## config.mk

```make
export PLATFORM = sky130hd
export DESIGN_NAME = fft_mag_unload
export DESIGN_NICKNAME = d
export VERILOG_FILES = /design/src/rtl/fft_mag_unload.sv
export SDC_FILE = /design/constraint.sdc
export NUM_CORES = 2
export LEC_CHECK = 0
export CAP_MARGIN = 20
export CORE_UTILIZATION = 40
export CTS_BUF_LIST = sky130_fd_sc_hd__clkbuf_8
export DETAILED_ROUTE_END_ITERATION = 7
export DONT_BUFFER_PORTS = 1
export GPL_ROUTABILITY_DRIVEN = 0
export SYNTH_ARGS = -nofsm -noshare
export SYNTH_HDL_FRONTEND = slang
export SYNTH_SLANG_ARGS = --single-unit
```

## constraint.sdc

```tcl
create_clock -name clk -period 7.1 [get_ports clk]
set_input_delay 1.42 -clock clk [delete_from_list [all_inputs] [get_ports clk]]
set_output_delay 1.42 -clock clk [all_outputs]
set_load 0.005 [all_outputs]
```

## src/rtl/fft_mag_unload.sv

```systemverilog
// Unloads FFT result bins 0..BINS-1 and streams re^2+im^2 on a valid/ready port.
// Three clock-enabled pipeline stages stall together under backpressure.
`timescale 1ns/1ps
module fft_mag_unload #(
  parameter int unsigned width = 16,
  parameter int unsigned N_2   = 5
) (
  input  logic                 clk,
  input  logic                 reset,
  input  logic                 start,
  output logic [N_2-1:0]       rdadr,
  input  logic [2*width-1:0]   rd,
  output logic [2*width-1:0]   mag,
  output logic [N_2-2:0]       bin,
  output logic                 mag_valid,
  input  logic                 mag_ready,
  output logic                 mag_last,
  output logic                 busy,
  output logic                 unload_done,
  output logic                 overrun
);

  localparam int unsigned W2       = 2 * width;
  localparam int unsigned BINS     = 2 ** (N_2 - 1);
  localparam logic [N_2-1:0] LAST_ADR = N_2'(BINS - 1);

  typedef enum logic [1:0] {IDLE, RUN, DRAIN} state_t;

  state_t           state_q, state_d;
  logic [N_2-1:0]   rdadr_q, rdadr_d;
  logic             busy_q, busy_d;
  logic             done_q, done_d;
  logic             ovr_q, ovr_d;
  logic             s1_load;
  logic             adv;

  logic             s1_v_q, s2_v_q, s3_v_q;
  logic [W2-1:0]    s1_rd_q;
  logic [N_2-2:0]   s1_bin_q, s2_bin_q, s3_bin_q;
  logic             s1_last_q, s2_last_q, s3_last_q;
  logic [W2-1:0]    s2_re_sq_q, s2_im_sq_q, s3_mag_q;
  logic signed [W2-1:0] re_x, im_x;

  assign adv = !s3_v_q || mag_ready;

  // Sign-extend components to full product width so each square is exact.
  assign re_x = W2'(signed'(s1_rd_q[W2-1:width]));
  assign im_x = W2'(signed'(s1_rd_q[width-1:0]));

  always_ff @(posedge clk or posedge reset) begin
    if (reset) begin
      state_q <= IDLE;
      rdadr_q <= '0;
      busy_q  <= 1'b0;
      done_q  <= 1'b0;
      ovr_q   <= 1'b0;
    end else begin
      state_q <= state_d;
      rdadr_q <= rdadr_d;
      busy_q  <= busy_d;
      done_q  <= done_d;
      ovr_q   <= ovr_d;
    end
  end

  always_comb begin
    state_d = state_q;
    rdadr_d = rdadr_q;
    ovr_d   = ovr_q;
    done_d  = 1'b0;
    s1_load = 1'b0;
    case (state_q)
      IDLE: begin
        if (start) begin
          state_d = RUN;
          rdadr_d = '0;
          ovr_d   = 1'b0;
        end
      end
      RUN: begin
        if (start) ovr_d = 1'b1;
        if (adv) begin
          s1_load = 1'b1;
          if (rdadr_q == LAST_ADR) state_d = DRAIN;
          else                     rdadr_d = rdadr_q + N_2'(1);
        end
      end
      DRAIN: begin
        if (start) ovr_d = 1'b1;
        if (s3_v_q && mag_ready && s3_last_q) begin
          state_d = IDLE;
          rdadr_d = '0;
          done_d  = 1'b1;
        end
      end
      default: state_d = IDLE;
    endcase
    busy_d = (state_d != IDLE);
  end

  // Datapath: every stage advances only when the output slot is free.
  always_ff @(posedge clk or posedge reset) begin
    if (reset) begin
      s1_v_q     <= 1'b0;
      s2_v_q     <= 1'b0;
      s3_v_q     <= 1'b0;
      s1_rd_q    <= '0;
      s1_bin_q   <= '0;
      s2_bin_q   <= '0;
      s3_bin_q   <= '0;
      s1_last_q  <= 1'b0;
      s2_last_q  <= 1'b0;
      s3_last_q  <= 1'b0;
      s2_re_sq_q <= '0;
      s2_im_sq_q <= '0;
      s3_mag_q   <= '0;
    end else if (adv) begin
      s1_v_q <= s1_load;
      if (s1_load) begin
        s1_rd_q   <= rd;
        s1_bin_q  <= rdadr_q[N_2-2:0];
        s1_last_q <= (rdadr_q == LAST_ADR);
      end
      s2_v_q     <= s1_v_q;
      s2_bin_q   <= s1_bin_q;
      s2_last_q  <= s1_last_q;
      s2_re_sq_q <= re_x * re_x;
      s2_im_sq_q <= im_x * im_x;
      s3_v_q     <= s2_v_q;
      s3_bin_q   <= s2_bin_q;
      s3_last_q  <= s2_last_q;
      s3_mag_q   <= s2_re_sq_q + s2_im_sq_q;
    end
  end

  assign rdadr       = rdadr_q;
  assign mag         = s3_mag_q;
  assign bin         = s3_bin_q;
  assign mag_valid   = s3_v_q;
  assign mag_last    = s3_last_q;
  assign busy        = busy_q;
  assign unload_done = done_q;
  assign overrun     = ovr_q;

endmodule

```

# Word-level counts from Yosys, hierarchy flattened
# Index checks and enable logic that the tools add are counted.
[totals]
register_bits = 156
input_bits = 36
out_inout_bits = 46
elab_cells = 59
[op_classes]
add_sub_neg = 2
n_mul = 2
n_eq_ne = 8
n_mux = 17
n_reduce_logical = 12
[ops]
columns = ["op", "count"]
rows = [
  ["16-bit by 16-bit multiplier with 32-bit output", 2],
  ["32-bit adder", 1],
  ["5-bit 2-to-1 mux", 4],
  ["5-bit one-hot mux with 3 select lines", 1],
  ["2-bit 2-to-1 mux", 4],
  ["2-bit != test, second input constant", 4],
  ["1-bit 2-to-1 mux", 6],
  ["2-bit one-hot mux with 3 select lines", 1],
  ["5-bit by 1-bit adder with 5-bit output, second input constant", 1],
  ["5-bit by 4-bit equality test with 1-bit output, second input constant", 1],
  ["5-bit AND reduction", 1],
  ["2-bit nonzero test", 2],
  ["3-bit AND reduction", 1],
  ["3-bit nonzero test", 1],
  ["2-bit by 1-bit equality test with 1-bit output, second input constant", 1],
  ["2-bit equality test, second input constant", 1],
  ["1-bit logical AND", 2],
  ["2-bit logical NOT", 1],
  ["2-bit by 1-bit != test with 1-bit output, second input constant", 1],
  ["1-bit one-hot mux with 2 select lines", 1],
  ["2-bit AND reduction", 1],
  ["2-bit OR reduction", 1],
  ["1-bit logical NOT", 1],
  ["1-bit logical OR", 1],
]

# Depth between registers and ports, before layout
[depth]
ltp_word = 5
mapped_depth = 25
ltp_nobuf = 23

# Least setup slack after synthesis
# Ideal clock, no wire load.
[synth_timing]
kind = "register to register"
start = "register s1_rd_q[6]"
end = "register s2_im_sq_q[31]"
setup_ns = 0.120
t_arrival_ns = 6.201
required_time_ns = 6.980
setup_slack_ns = 0.779
path_stages_with_launch = 22
n_path_buf = 2
period_less_slack_ns = 6.321
path_cell_list = "dfrtp_1 > clkbuf_1 > clkbuf_1 > nand2_1 > fa_1 > fa_1 > fa_1 > inv_1 > fa_1 > fa_1 > inv_1 > fa_1 > inv_1 > ha_1 > and4_4 > nor2b_4 > or4_4 > o2111ai_2 > a21oi_2 > o211a_1 > or3_1 > a31o_1"
[synth_via]
elab_chain_len = 1
[synth_rtl]
columns = ["item", "line", "text"]
rows = [
  ["start, declared", "38", "logic [W2-1:0] s1_rd_q;"],
  ["start signal, assigned", "120", "s1_rd_q <= rd;"],
  ["16-bit by 16-bit multiplier with 32-bit output", "128", "s2_im_sq_q <= im_x * im_x;"],
  ["end signal, assigned", "128", ""],
  ["end, declared", "41", "logic [W2-1:0] s2_re_sq_q, s2_im_sq_q, s3_mag_q;"],
]
# No other way between the ends.
# A chain may end at the register's enable or synchronous reset.

# Final worst setup path
[layout_timing]
start = "register s1_rd_q[9]"
end = "register s2_im_sq_q[28]"
# Same word-level chain as after synthesis.

==> summary.md <==
| Metric | Value |
|---|---|
| Clock-pin slew on the worst setup and hold paths | `between 0.1 and 0.15 ns` |
| Async SR Flop Fraction | `100%` |
| Synth Flop Type | `dfrtp_1` |
| Tmin final | `6.76 ns` |
| Post-DP HPWL | `~44000 µm` |
| EDFF count, synth | `0` |
| Top cells by count, synth | `651 x inv_1, 471 x fa_1, 282 x nand2_1` |
| Hold Crit Endpoint | `mag_last$_DFFE_PP0N_` |
| Final WS setup | `0.344 ns` |
| Syn nets | `between 3000 and 4000` |
| Total negative slack | `0 ns` |
| Placed insts | `between 3000 and 4000` |
| Overflow after GRT | `0` |
| Die footprint | `roughly 63000 µm²` |
| TritonCTS Sinks | `roughly 150` |
| Worst R2R Start | `s1_rd_q[9]$_DFFE_PP0P_` |
| Synth top area share | `38.0%` |
| Setup crit start kind | `register` |
| Antenna-violating nets left | `0` |
| # Post-CTS Setup Buffers | `0` |
| Top-count cell post-synth | `inv_1` |
| Antenna violations before repair | `3` |
| Maximum achievable frequency | `148 MHz` |
| Vias/cell | `5.01` |
| Avg WL per Cell | `15.6 µm` |
| Clk root buf | `clkbuf_8` |
| Final setup violation count | `0` |
| Post-CTS Hold Buffers | `0` |
| Syn Area/Cell | `between 9 and 10 µm²` |
| Run status | `finished clean` |
| Worst slew margin | `between 30% and 40%` |
| Reg2reg end | `s2_im_sq_q[28]$_DFFE_PP0N_` |
| Core ar. | `a little over 60000 µm²` |
| Initial Util | `40.8%` |
| Global Route Usage Sum | `~18%` |
| DRC viols | `0` |
| Router iterations before antenna repair | `5` |
| Register area share after synthesis | `15.5%` |
| Pin count of the biggest net entering global routing | `a little over 90` |
| Mapped Area | `about 25000 µm²` |
| Iter 0 DRT Violations | `between 800 and 900` |
| Die height | `between 200 and 300 µm` |
| Final core occ | `a little over two fifths` |
| Syn-to-layout area delta | `5.66%` |
| TritonCTS clock tree | `yes` |
| # rows | `90` |
| Port Buf Inserts | `0` |
| Final WL | `around 53000 µm` |
| Max-cap violations | `0` |
| Crit-path max FO | `16` |
| Fillers | `around 5900` |
| Slew @ Worst Pin | `0.928 ns` |
| Synth Instances | `2638` |
| Area leader, netlist | `fa_1` |
| Yosys Warn Count | `0` |
| Vias in the first global route | `around 19000` |
| Hold Vio Cnt, Final | `0` |
| Max Transition Viols Final | `0` |
| Skew-Pair Late Insertion Delay | `between 0.5 and 0.6 ns` |
| Layout cell share with drive strength beyond 1 | `about 5.2%` |
| H-tree depth reported by CTS | `4` |
| Hold path cells | `2` |
| Final std cells w/o fill | `between 3000 and 4000` |
| Min-Delay Path Class | `register to register` |
| Netlist cell types | `70` |
| Post-synthesis register bit count | `between 150 and 200` |
| DP Worst Slack | `0.461 ns` |
| Die width | `251 µm` |
| Clock buffer depth | `2` |
| Via count | `17105` |
| Worst setup EP type | `register` |
| First-pass GRT wire length | `~90000 µm` |
| RSZ-0062 raised after global routing | `false` |
| Hold Path Origin | `s2_last_q$_DFFE_PP0N_` |
| Flop2flop setup slack | `0.34 ns` |
| Nets | `between 3000 and 4000` |
| Critical Path RT | `approximately 7.5 ns` |
| CTS resizes | `0` |
| Tcrit/Tclk final | `approximately 95%` |
| # IOs | `82` |
| Arrival @ worst endpoint | `~7.2 ns` |
| Fin Clk Skew | `0.0305 ns` |
| Num CTS Buffers | `17` |
| CP Class | `register to register` |
| Synth area leaders | `fa_1 38%, dfrtp_1 16%, ha_1 11%` |
| Worst reg-to-reg path cell count | `20` |
placed cells by master, fill, tap and decap left out, types with 4 or more instances in the layout:
cell and instances:
clkbuf_8 17, a21oi_1 100, nor3_1 19, nand4_1 7, a31o_2 5, or2_2 9, nor4_1 5, a21o_1 33
fa_1 470, a21boi_0 4, mux2_2 37, inv_1 649, xor2_1 39, or3_1 7, o211a_1 4, dfrtp_1 152
a31oi_1 11, nand2b_1 11, xnor2_1 67, nand2_1 281, buf_4 36, o31ai_1 10, o21a_1 5, inv_6 6
nor3b_1 5, and2_1 88, nor2_1 120, o211ai_1 7, o21bai_1 11, a211oi_1 11, nand3b_1 6, o21ai_0 83
nand3_1 19, ha_1 213, nor2b_1 8, and3_1 11
kinds of logic after synthesis:
logic type / count (synthesis) / share of synthesized area [%]
adder cells (fa/ha/maj): 684 / 48.7
buffers and inverters: 730 / 11.0
flip-flops: 154 / 15.5
AO/OA/AOI/OAI: 314 / 7.87
multiplexers: 40 / 1.80
AND/OR/NAND/NOR: 610 / 11.3
XOR/XNOR: 106 / 3.74
flip-flops by register name, indices dropped and copies added (netlist names), 2 cells and up:
signal	cells
s1_bin_q	4
s2_re_sq_q	31
rdadr	5
s2_bin_q	4
s1_rd_q	32
s2_im_sq_q	31
bin	4
state_q	2
mag	32
final cells by class:
cell class	instances	area (µm²)	area share [%]
diodes	2	5.00	0.0191
clock buffers	17	234	0.892
clock inverters	14	178	0.677
inverters	652	2460	9.36
multi-input cells	1754	18300	69.6
flip-flops and latches	154	3860	14.7
well taps	782	978	3.73
repair buffers	36	270	1.03
worst max path at each step:
stage	startpoint	to	cells after the start	slack [ns]
2_1_floorplan	s1_rd_q[6]$_DFFE_PP0P_	s2_im_sq_q[31]$_DFFE_PP0N_	21	0.78
3_3_place_gp	s1_rd_q[11]$_DFFE_PP0P_	s2_im_sq_q[31]$_DFFE_PP0N_	21	0.55
3_5_place_dp	s1_rd_q[15]$_DFFE_PP0P_	s2_im_sq_q[28]$_DFFE_PP0N_	18	0.46
4_1_cts	s1_rd_q[3]$_DFFE_PP0P_	s2_im_sq_q[28]$_DFFE_PP0N_	19	0.38
5_1_grt	s1_rd_q[9]$_DFFE_PP0P_	s2_im_sq_q[28]$_DFFE_PP0N_	20	0.06
6_report	s1_rd_q[9]$_DFFE_PP0P_	s2_im_sq_q[28]$_DFFE_PP0N_	20	0.34
stage by stage:
| step | area (µm²) | hold slack, ns |
|---|---|---|
| after floorplan | 24800 | 0.430 |
| after global placement | 25800 | 0.449 |
| after detailed placement | 25800 | 0.459 |
| after CTS | 26200 | 0.485 |
| after global routing | 26200 | 0.496 |
| final | 26200 | 0.477 |
layer usage:
metal / GRT usage (%) / up-vias / part of all wire [%]
li1: - / 7989 / -
met3: 3.11 / 61 / 4.0
met1: 23.6 / 8789 / 44
met4: 5.21 / 0 / 1.9
met2: 31.6 / 266 / 50
met5: 0 / - / 0
critical path, cell delays in order, from the launching register on:
cell and delay (ns):
dfrtp_1 0.62, buf_4 0.27, fa_1 0.54, inv_1 0.06, fa_1 0.51, inv_1 0.07, fa_1 0.57, fa_1 0.44
fa_1 0.49, inv_1 0.05, fa_1 0.47, inv_1 0.04, ha_1 0.35, a2111oi_0 0.43, o21ai_0 0.26, a2111oi_1 0.43
o21ai_0 0.25, a31oi_1 0.34, a21oi_1 0.14, xnor2_1 0.21, o21ai_0 0.10
Power is left out: the tool's default activity adds up to more than one toggle a clock period on the data nets, which glitch-free logic cannot reach.
